[src/rtl/pad_serdes.sv]
// pad_serdes -- bit-serial pad framing engine between the pad ring and the core.
//
// Input side: LANES bit-serial lanes (MSB first) are collected into parallel
// words of DATA_W bits per lane. A frame that drops s_valid part-way through a
// word discards the partial bits and raises err_frag for one cycle.
// Output side: parallel results are queued in a FIFO_DEPTH-entry FIFO and sent
// MSB first on o_valid/o_bit. Consecutive queued words go out back to back.
//
// Optional feature (macro PAD_SERDES_PARITY_EN): each output word is followed
// by one even-parity bit (XOR of its OUT_W data bits).
//
// Ports:
//   clk, rst            rising-edge clock, synchronous active-high reset
//   s_valid, s_data     serial input frame valid / one bit per lane
//   w_valid, w_data     one-cycle strobe / assembled word (lane i at [i*DATA_W +: DATA_W])
//   err_frag            one-cycle pulse: frame ended mid-word
//   r_valid, r_data     parallel result offered to the queue
//   r_ready             queue can accept (not full)
//   o_valid, o_bit      serial output bit valid / serial output bit
module pad_serdes #(
  parameter int DATA_W     = 8,
  parameter int LANES      = 1,
  parameter int OUT_W      = 20,
  parameter int FIFO_DEPTH = 4
) (
  input  logic                      clk,
  input  logic                      rst,
  input  logic                      s_valid,
  input  logic [LANES-1:0]          s_data,
  output logic                      w_valid,
  output logic [DATA_W*LANES-1:0]   w_data,
  output logic                      err_frag,
  input  logic                      r_valid,
  input  logic [OUT_W-1:0]          r_data,
  output logic                      r_ready,
  output logic                      o_valid,
  output logic                      o_bit
);

  // ---------------------------------------------------------------------------
  // Deserializer
  // ---------------------------------------------------------------------------
  localparam int BW = (DATA_W > 1) ? $clog2(DATA_W) : 1;

  logic [BW-1:0]                  bcnt_q;
  logic [LANES-1:0][DATA_W-1:0]   sr_q;
  logic [LANES-1:0][DATA_W-1:0]   word_d;
  logic                           w_valid_q;
  logic [LANES-1:0][DATA_W-1:0]   w_data_q;
  logic                           err_frag_q;
  logic                           bit_last;

  // Shift registers with the current cycle's bits already appended, so the
  // final bit of a word lands in w_data on the same edge it is sampled.
  always_comb begin
    word_d = '0;
    for (int i = 0; i < LANES; i++) begin
      word_d[i] = {sr_q[i][DATA_W-2:0], s_data[i]};
    end
  end

  assign bit_last = (bcnt_q == BW'(DATA_W - 1));

  // Partial-word contents need no clearing: a completed word always overwrites
  // every bit of the shift register before it is used.
  always_ff @(posedge clk) begin
    if (s_valid) begin
      sr_q <= word_d;
    end
  end

  always_ff @(posedge clk) begin
    if (rst) begin
      bcnt_q     <= '0;
      w_valid_q  <= 1'b0;
      w_data_q   <= '0;
      err_frag_q <= 1'b0;
    end else begin
      w_valid_q  <= 1'b0;
      err_frag_q <= 1'b0;
      if (s_valid) begin
        if (bit_last) begin
          bcnt_q    <= '0;
          w_valid_q <= 1'b1;
          w_data_q  <= word_d;
        end else begin
          bcnt_q <= bcnt_q + BW'(1);
        end
      end else if (bcnt_q != '0) begin
        // Frame dropped mid-word: discard partial bits and flag it.
        bcnt_q     <= '0;
        err_frag_q <= 1'b1;
      end
    end
  end

  assign w_valid  = w_valid_q;
  assign w_data   = w_data_q;
  assign err_frag = err_frag_q;

  // ---------------------------------------------------------------------------
  // Output queue
  // ---------------------------------------------------------------------------
  localparam int AW = $clog2(FIFO_DEPTH);

  logic [OUT_W-1:0] mem_q [FIFO_DEPTH];
  logic [AW-1:0]    wptr_q;
  logic [AW-1:0]    rptr_q;
  logic [AW:0]      cnt_q;
  logic [AW:0]      cnt_d;
  logic             rdy_q;
  logic             push;
  logic             pop;
  logic [OUT_W-1:0] head;

  // rdy_q mirrors !full of the count register; being a flop it also reads 0
  // while reset is held. A pop in a full cycle cannot make room for a push.
  assign push  = r_valid & rdy_q;
  assign cnt_d = cnt_q + (AW+1)'(push) - (AW+1)'(pop);
  assign head  = mem_q[rptr_q];

  always_ff @(posedge clk) begin
    if (push) begin
      mem_q[wptr_q] <= r_data;
    end
  end

  always_ff @(posedge clk) begin
    if (rst) begin
      wptr_q <= '0;
      rptr_q <= '0;
      cnt_q  <= '0;
      rdy_q  <= 1'b0;
    end else begin
      if (push) wptr_q <= wptr_q + AW'(1);
      if (pop)  rptr_q <= rptr_q + AW'(1);
      cnt_q <= cnt_d;
      rdy_q <= (cnt_d != (AW+1)'(FIFO_DEPTH));
    end
  end

  assign r_ready = rdy_q;

  // ---------------------------------------------------------------------------
  // Serializer
  // ---------------------------------------------------------------------------
`ifdef PAD_SERDES_PARITY_EN
  localparam int PAR_BITS = 1;
`else
  localparam int PAR_BITS = 0;
`endif
  // Index of the final bit slot of a word (data LSB, or the parity bit).
  localparam int LAST = OUT_W - 1 + PAR_BITS;
  localparam int SW   = $clog2(LAST + 1);

  typedef enum logic {S_IDLE, S_SHIFT} state_e;

  state_e           state_q;
  logic [SW-1:0]    scnt_q;
  logic [OUT_W-1:0] sh_q;
  logic             o_valid_q;
  logic             slot_last;

  assign slot_last = (scnt_q == SW'(LAST));
  // Pop when idle, or on the final slot of a word so the next word follows
  // with no gap.
  assign pop = (cnt_q != '0) && ((state_q == S_IDLE) || slot_last);

`ifdef PAD_SERDES_PARITY_EN
  logic par_q;

  always_ff @(posedge clk) begin
    if (pop) begin
      par_q <= ^head;
    end
  end
`endif

  always_ff @(posedge clk) begin
    if (rst) begin
      state_q   <= S_IDLE;
      scnt_q    <= '0;
      sh_q      <= '0;
      o_valid_q <= 1'b0;
    end else begin
      case (state_q)
        S_IDLE: begin
          if (pop) begin
            sh_q      <= head;
            scnt_q    <= '0;
            o_valid_q <= 1'b1;
            state_q   <= S_SHIFT;
          end
        end
        S_SHIFT: begin
          if (slot_last) begin
            if (pop) begin
              sh_q   <= head;
              scnt_q <= '0;
            end else begin
              sh_q      <= '0;
              o_valid_q <= 1'b0;
              state_q   <= S_IDLE;
            end
`ifdef PAD_SERDES_PARITY_EN
          end else if (scnt_q == SW'(OUT_W - 1)) begin
            // Data LSB is on the pin now; the parity bit goes out next.
            sh_q   <= {par_q, {(OUT_W-1){1'b0}}};
            scnt_q <= scnt_q + SW'(1);
`endif
          end else begin
            sh_q   <= sh_q << 1;
            scnt_q <= scnt_q + SW'(1);
          end
        end
        default: begin
          state_q   <= S_IDLE;
          o_valid_q <= 1'b0;
        end
      endcase
    end
  end

  assign o_valid = o_valid_q;
  assign o_bit   = sh_q[OUT_W-1];

endmodule

[config.mk]
export PLATFORM = sky130hd
export DESIGN_NAME = pad_serdes
export DESIGN_NICKNAME = d
export VERILOG_FILES = /design/src/rtl/pad_serdes.sv
export SDC_FILE = /design/constraint.sdc
export NUM_CORES = 1
export LEC_CHECK = 0
export ABC_CLOCK_PERIOD_IN_PS = 2850
export CORE_MARGIN = 2
export CORE_UTILIZATION = 55
export DETAILED_ROUTE_END_ITERATION = 10
export DONT_BUFFER_PORTS = 1
export GPL_TIMING_DRIVEN = 0
export PLACE_DENSITY = 0.73
export SYNTH_ARGS = -nofsm -noshare
export SYNTH_HDL_FRONTEND = slang
export SYNTH_SLANG_ARGS = --single-unit
[constraint.sdc]
create_clock -name clk -period 2.85 [get_ports clk]
set_input_delay 0.1425 -clock clk [delete_from_list [all_inputs] [get_ports clk]]
set_output_delay 0.1425 -clock clk [all_outputs]
set_load 0.03 [all_outputs]
Word level (Yosys, flattened, before mapping) --
Memories as Yosys holds them, arrays and structs flattened. A register that Yosys moved wholly into a read port is not among the register bits. Cells that the tools add are included.
Cells by class: reduce and logical (&&, ||, !) cells 9, equality and inequality tests 6, bitwise operators 3, mux-type cells 23, $add $sub $neg 6
Operators with widths (count):
- 20-bit 2-to-1 mux | 3
- 20-bit one-hot mux with 2 select lines | 1
- 5-bit 2-to-1 mux | 2
- 5-bit one-hot mux with 2 select lines | 1
- 1-bit 2-to-1 mux | 9
- 3-bit 2-to-1 mux | 3
- 3-bit nonzero test | 2
- 5-bit by 1-bit adder with 5-bit output (second input constant) | 1
- 5-bit == test (second input constant) | 1
- 2-bit by 1-bit adder with 2-bit output (second input constant) | 2
- 2-bit 2-to-1 mux | 2
- 2-bit != test (second input constant) | 2
- 1-bit one-hot mux with 2 select lines | 2
- 2-bit OR reduction | 2
- 3-bit by 1-bit adder with 3-bit output | 1
- 3-bit by 1-bit adder with 3-bit output (second input constant) | 1
- 3-bit == test (second input constant) | 1
- 3-bit != test (second input constant) | 1
- 3-bit AND reduction | 1
- 3-bit by 1-bit subtractor with 3-bit output | 1
- 2-bit by 1-bit != test with 1-bit output (second input constant) | 1
- 1-bit inverter | 2
- 2-bit AND reduction | 1
- 2-bit nonzero test | 1
- 3 further kinds | 3
Word-level totals: bits in registers 55, bits of input ports 25, word-level logic and storage cells 61, memory bits (writable) 80, memories kept 1
Memory list:
- mem_q | words 4, bits a word 20, rd ports 1, clocked after memory_dff 1, write ports 1, line 106 | logic [OUT_W-1:0] mem_q [FIFO_DEPTH];

Longest topological paths before layout --
word-level depth 6, depth in mapped cells 10

Worst setup path after synthesis --
No wires, ideal clock.
path type register to register, start point register scnt_q[0], end point register rdy_q, in the netlist r_ready, cell stages (with the launch flop) 10, setup slack 0.656 ns, setup time 0.128 ns, clock period less this slack 2.194 ns, arrival 2.066 ns, buffers on the path 0, path through dfxtp_1 -> ha_1 -> nand4bb_1 -> a21oi_1 -> ha_1 -> inv_1 -> ha_1 -> fa_1 -> nor3_1 -> nor2_1
On the way: cells in the longest elaborated chain, start to end 5
RTL lines:
- start: declaration | line 159 | logic [SW-1:0] scnt_q;
- start signal: assignment | line 213 | scnt_q <= scnt_q + SW'(1);
- 5-bit == test | line 164 | assign slot_last = (scnt_q == SW'(LAST));
- 1-bit logical OR | line 167 | assign pop = (cnt_q != '0) && ((state_q == S_IDLE) || slot_last);
- 1-bit logical AND | line 167
- named net pop | line 113 | logic pop;
- 3-bit by 1-bit subtractor with 3-bit output | line 119 | assign cnt_d = cnt_q + (AW+1)'(push) - (AW+1)'(pop);
- named net cnt_d[1] | line 110 | logic [AW:0] cnt_d;
- 3-bit != test | line 138 | rdy_q <= (cnt_d != (AW+1)'(FIFO_DEPTH));
- end signal: assignment | line 138
- end: declaration | line 111 | logic rdy_q;
The timed path passes the listed nets, and every way through them passes these cells. A chain may end at the register's enable or synchronous reset.

Worst setup path in the final report --
Ends and elaborated chain as after synthesis.

==> impl_metrics.toml <==
[synthesis]
syn_inst = 324
yosysWarnings = 0
synth_edf_count = 87
synthAdderAreaFrac = 0.0280
synthSimpleGateAreaFrac = 0.0850
synthMuxAreaShare = 0.0888
avgSynthCellArea_sq_um = 16.0
synthesis.area_sq_um = 5180
synth-seq-cells = 137
netlist_top_cells_area = "edfxtp_1 50%, dfxtp_1 19%, mux4_2 8.7%, a221o_1 3.7%, ha_1 2.4%"
synth_compound_area_frac = 0.0642
async_flop_share = 0
ys_seq_area_frac = 0.697
synth_xor_area_frac = 0.0118
synth_top_family_by_area = "multiplexers"
synth_top_cell_area_share = 0.504
ys_types = 35
synth_top_flop_cell = "edfxtp_1"
syn-num-nets = 360
yosysTopAreaCell = "edfxtp_1"

[worst_hold_path]
hp-class = "in2reg"
holdPathStages = 3

[routing]
drt_iter0_markers = 125
drc_errors = 0
route.vias.total = 2837
post_drt_wl_per_cell_microns = 19.6
via_per_inst = 5.79
ant_nets = 0
drt-pass1-iter-count = 4
totalWireLength_microns = 9620

[critical_path]
cp.required_ns = 3.23
crit_buf_inv = 1
crit_cells = 9
cp_max_fo = 5
crit_chain = "ha_1, nand4bb_1, a21oi_1, ha_1, inv_1, ha_1, fa_1, nor3_1, nor2_1"
critPathTopFamily = "adder cells"
slowest_stage = "fa_1"
critPathMaxStageDelay_ns = 0.42
critPathLaunchType = "flip-flop"
worstRegToRegCells = 9
crit_type = "reg2reg"
end_kind = "flip-flop"
cp_common_cell = "ha_1"
cp.arrival_ns = 2.86

[run_status]
status = "finished clean"

[power_and_ir_drop]
p_per_area_nw_per_um2 = 970
p_clk_frac = 0.382
power.switching_mw = 1.60
swShare = 0.267
p_leak_nw = 2.13
p_seq_frac = 0.435
ir_worst_vdd_mv = 0.580
power.internal_mw = 4.38
comb_power_share = 0.183

[die]
ios = 38
die_w_microns = 101
die-height_microns = 101
start_util = 0.564
rows = 35
fp.dieArea_sq_um = 10200
core_area_sq_um = 9200

[flow_run]
maxCapViolCount = 0

[cells_and_area]
synthToLayoutAreaGrowth_pct = 18.9
final_cells = 490
fin_nets = 402
insertedDiodeCount = 0
layout-drive-gt1-share = 0.164
filler_cell_count = 628

[clock_tree]
clk_path_buf_depth = 2
clock_sinks = 137
cts_tree = "done"
cts_resized = 0
clock_latency_ns = 0.52
cts_buffers = 17
htreeDepth = 4
cts_root_buf = "clkbuf_8"
post_cts_buffers = 0
clkSlewWorstSetupHoldPaths_ns = 0.06

[sta]
worst_pin_slew_ns = 1.19
min_period_ns = 2.47
max_slew_margin = 0.208
max_freq_ghz = 0.404
rsz0062_at_grt = "false"
drv_slew = 0
final.setup.tns_ns = 0
skew_ns = 0.0133
hold_viol = 0
period_share = 0.868
setup_violations = 0

[global_route]
grt_pass1_vias = 2932
antenna_found_initial = 0
grt_max_degree = 21
track_usage = 0.211
overflow = 0
grt_first_pass_wirelength_microns = 15500

[placed_design]
gp_congestion = 0.765
dp_cells = 435
dpl.hpwl_microns = 5360
port_buffers = 0
[power by group through the flow]
| stage | registers, mW | clock network (mW) | logic [mW] |
|---|---|---|---|
| floorplan | 2.58 | 0 | 0.859 |
| global placement | 2.62 | 0 | 1.04 |
| detailed placement | 2.63 | 0 | 1.06 |
| CTS | 2.59 | 2.32 | 1.11 |
| global route | 2.63 | 2.41 | 1.20 |
| finish | 2.60 | 2.29 | 1.09 |
[routing by layer]
metal | share of wire | global-route usage | up-vias
li1 | - | - | 1331
met3 | 0.031 | 0.0562 | 9
met2 | 0.52 | 0.341 | 58
met1 | 0.44 | 0.268 | 1439
met4 | 0.0081 | 0.0977 | 0
met5 | 0 | 0 | -
[worst reg2reg max path, cell delays in order (launching register included)]
cell	delay (ns)
dfxtp_1	0.39
ha_1	0.26
nand4bb_1	0.17
a21oi_1	0.34
ha_1	0.30
inv_1	0.06
ha_1	0.14
fa_1	0.42
nor3_1	0.19
nor2_1	0.06
[synth_stat cells (7+ instances only)]
master / instances
nand3_1: 13
mux4_2: 20
a21oi_1: 17
inv_1: 9
nor2_1: 13
a221o_1: 19
dfxtp_1: 50
nor2b_1: 20
clkbuf_1: 7
edfxtp_1: 87
ha_1: 10
nand2_1: 15
[area by class of cell]
| class | count | area (sq um) | area share |
|---|---|---|---|
| sequential | 137 | 3610 | 0.586 |
| clock inverter | 12 | 186 | 0.0302 |
| clock buffer | 20 | 425 | 0.0690 |
| timing repair buffer | 23 | 230 | 0.0373 |
| inverter | 10 | 37.5 | 0.00609 |
| buffer | 15 | 92.6 | 0.0150 |
| tap | 111 | 139 | 0.0225 |
| multi-input combinational | 162 | 1440 | 0.234 |
[registers in the layout, indices dropped and copies added (netlist names), named ones only]
| register | flops |
|---|---|
| mem_q | 80 |
| sh_q | 20 |
| w_data | 8 |
| sr_q | 7 |
| scnt_q | 5 |
| bcnt_q | 3 |
| cnt_q | 3 |
| rptr_q | 2 |
| wptr_q | 2 |
| err_frag | 1 |
| o_valid | 1 |
| r_ready | 1 |
| state_q | 1 |
| w_valid | 1 |
[final timing paths]
path	start	to	slack, ns
setup / recovery	scnt_q[0]$_SDFF_PP0_	r_ready$_SDFF_PP0_	0.38
hold reg to reg	sr_q[5]$_DFFE_PP_	sr_q[6]$_DFFE_PP_	0.46
setup reg to reg	scnt_q[0]$_SDFF_PP0_	r_ready$_SDFF_PP0_	0.38
hold / removal	s_valid	w_data[7]$_SDFFE_PP0P_	0.08
[kinds of logic (layout without fill, tap and decap cells)]
kind of cell	Yosys count	in the layout
compound gates	42	42
simple gates	81	81
buf+inv	25	80
mux	21	21
xor+xnor	7	7
flops	137	137
fa+ha+maj	11	11
[repair_timing]
action | 4_1_cts | 5_1_grt
hold buffers | 23 | 0
endpoints found under the hold margin | 94 | 0
endpoints found under the setup margin | 0 | 0
[placed cells by master (no fill, tap or decap), types with 15 or more instances in the layout]
cell           Yosys  routed
a21oi_1           17      17
a221o_1           19      19
clkbuf_16          0      16
dfxtp_1           50      50
dlygate4sd3_1      0      23
edfxtp_1          87      87
mux4_2            20      20
nand2_1           15      15
nor2b_1           20      20
[metrics by stage]
stage	utilization	cell area (sq um)	power [mW]	hold WS, ns	setup WS [ns]
finish	0.670	6160	5.98	0.0787	0.375
global route	0.670	6160	6.24	0.0970	0.201
CTS	0.670	6160	6.02	0.0489	0.376
global placement	0.579	5320	3.65	0.242	0.379
floorplan	-	5180	3.44	0.241	0.656
detailed placement	0.579	5320	3.69	0.241	0.405
(Power assumes the default switching activity.)
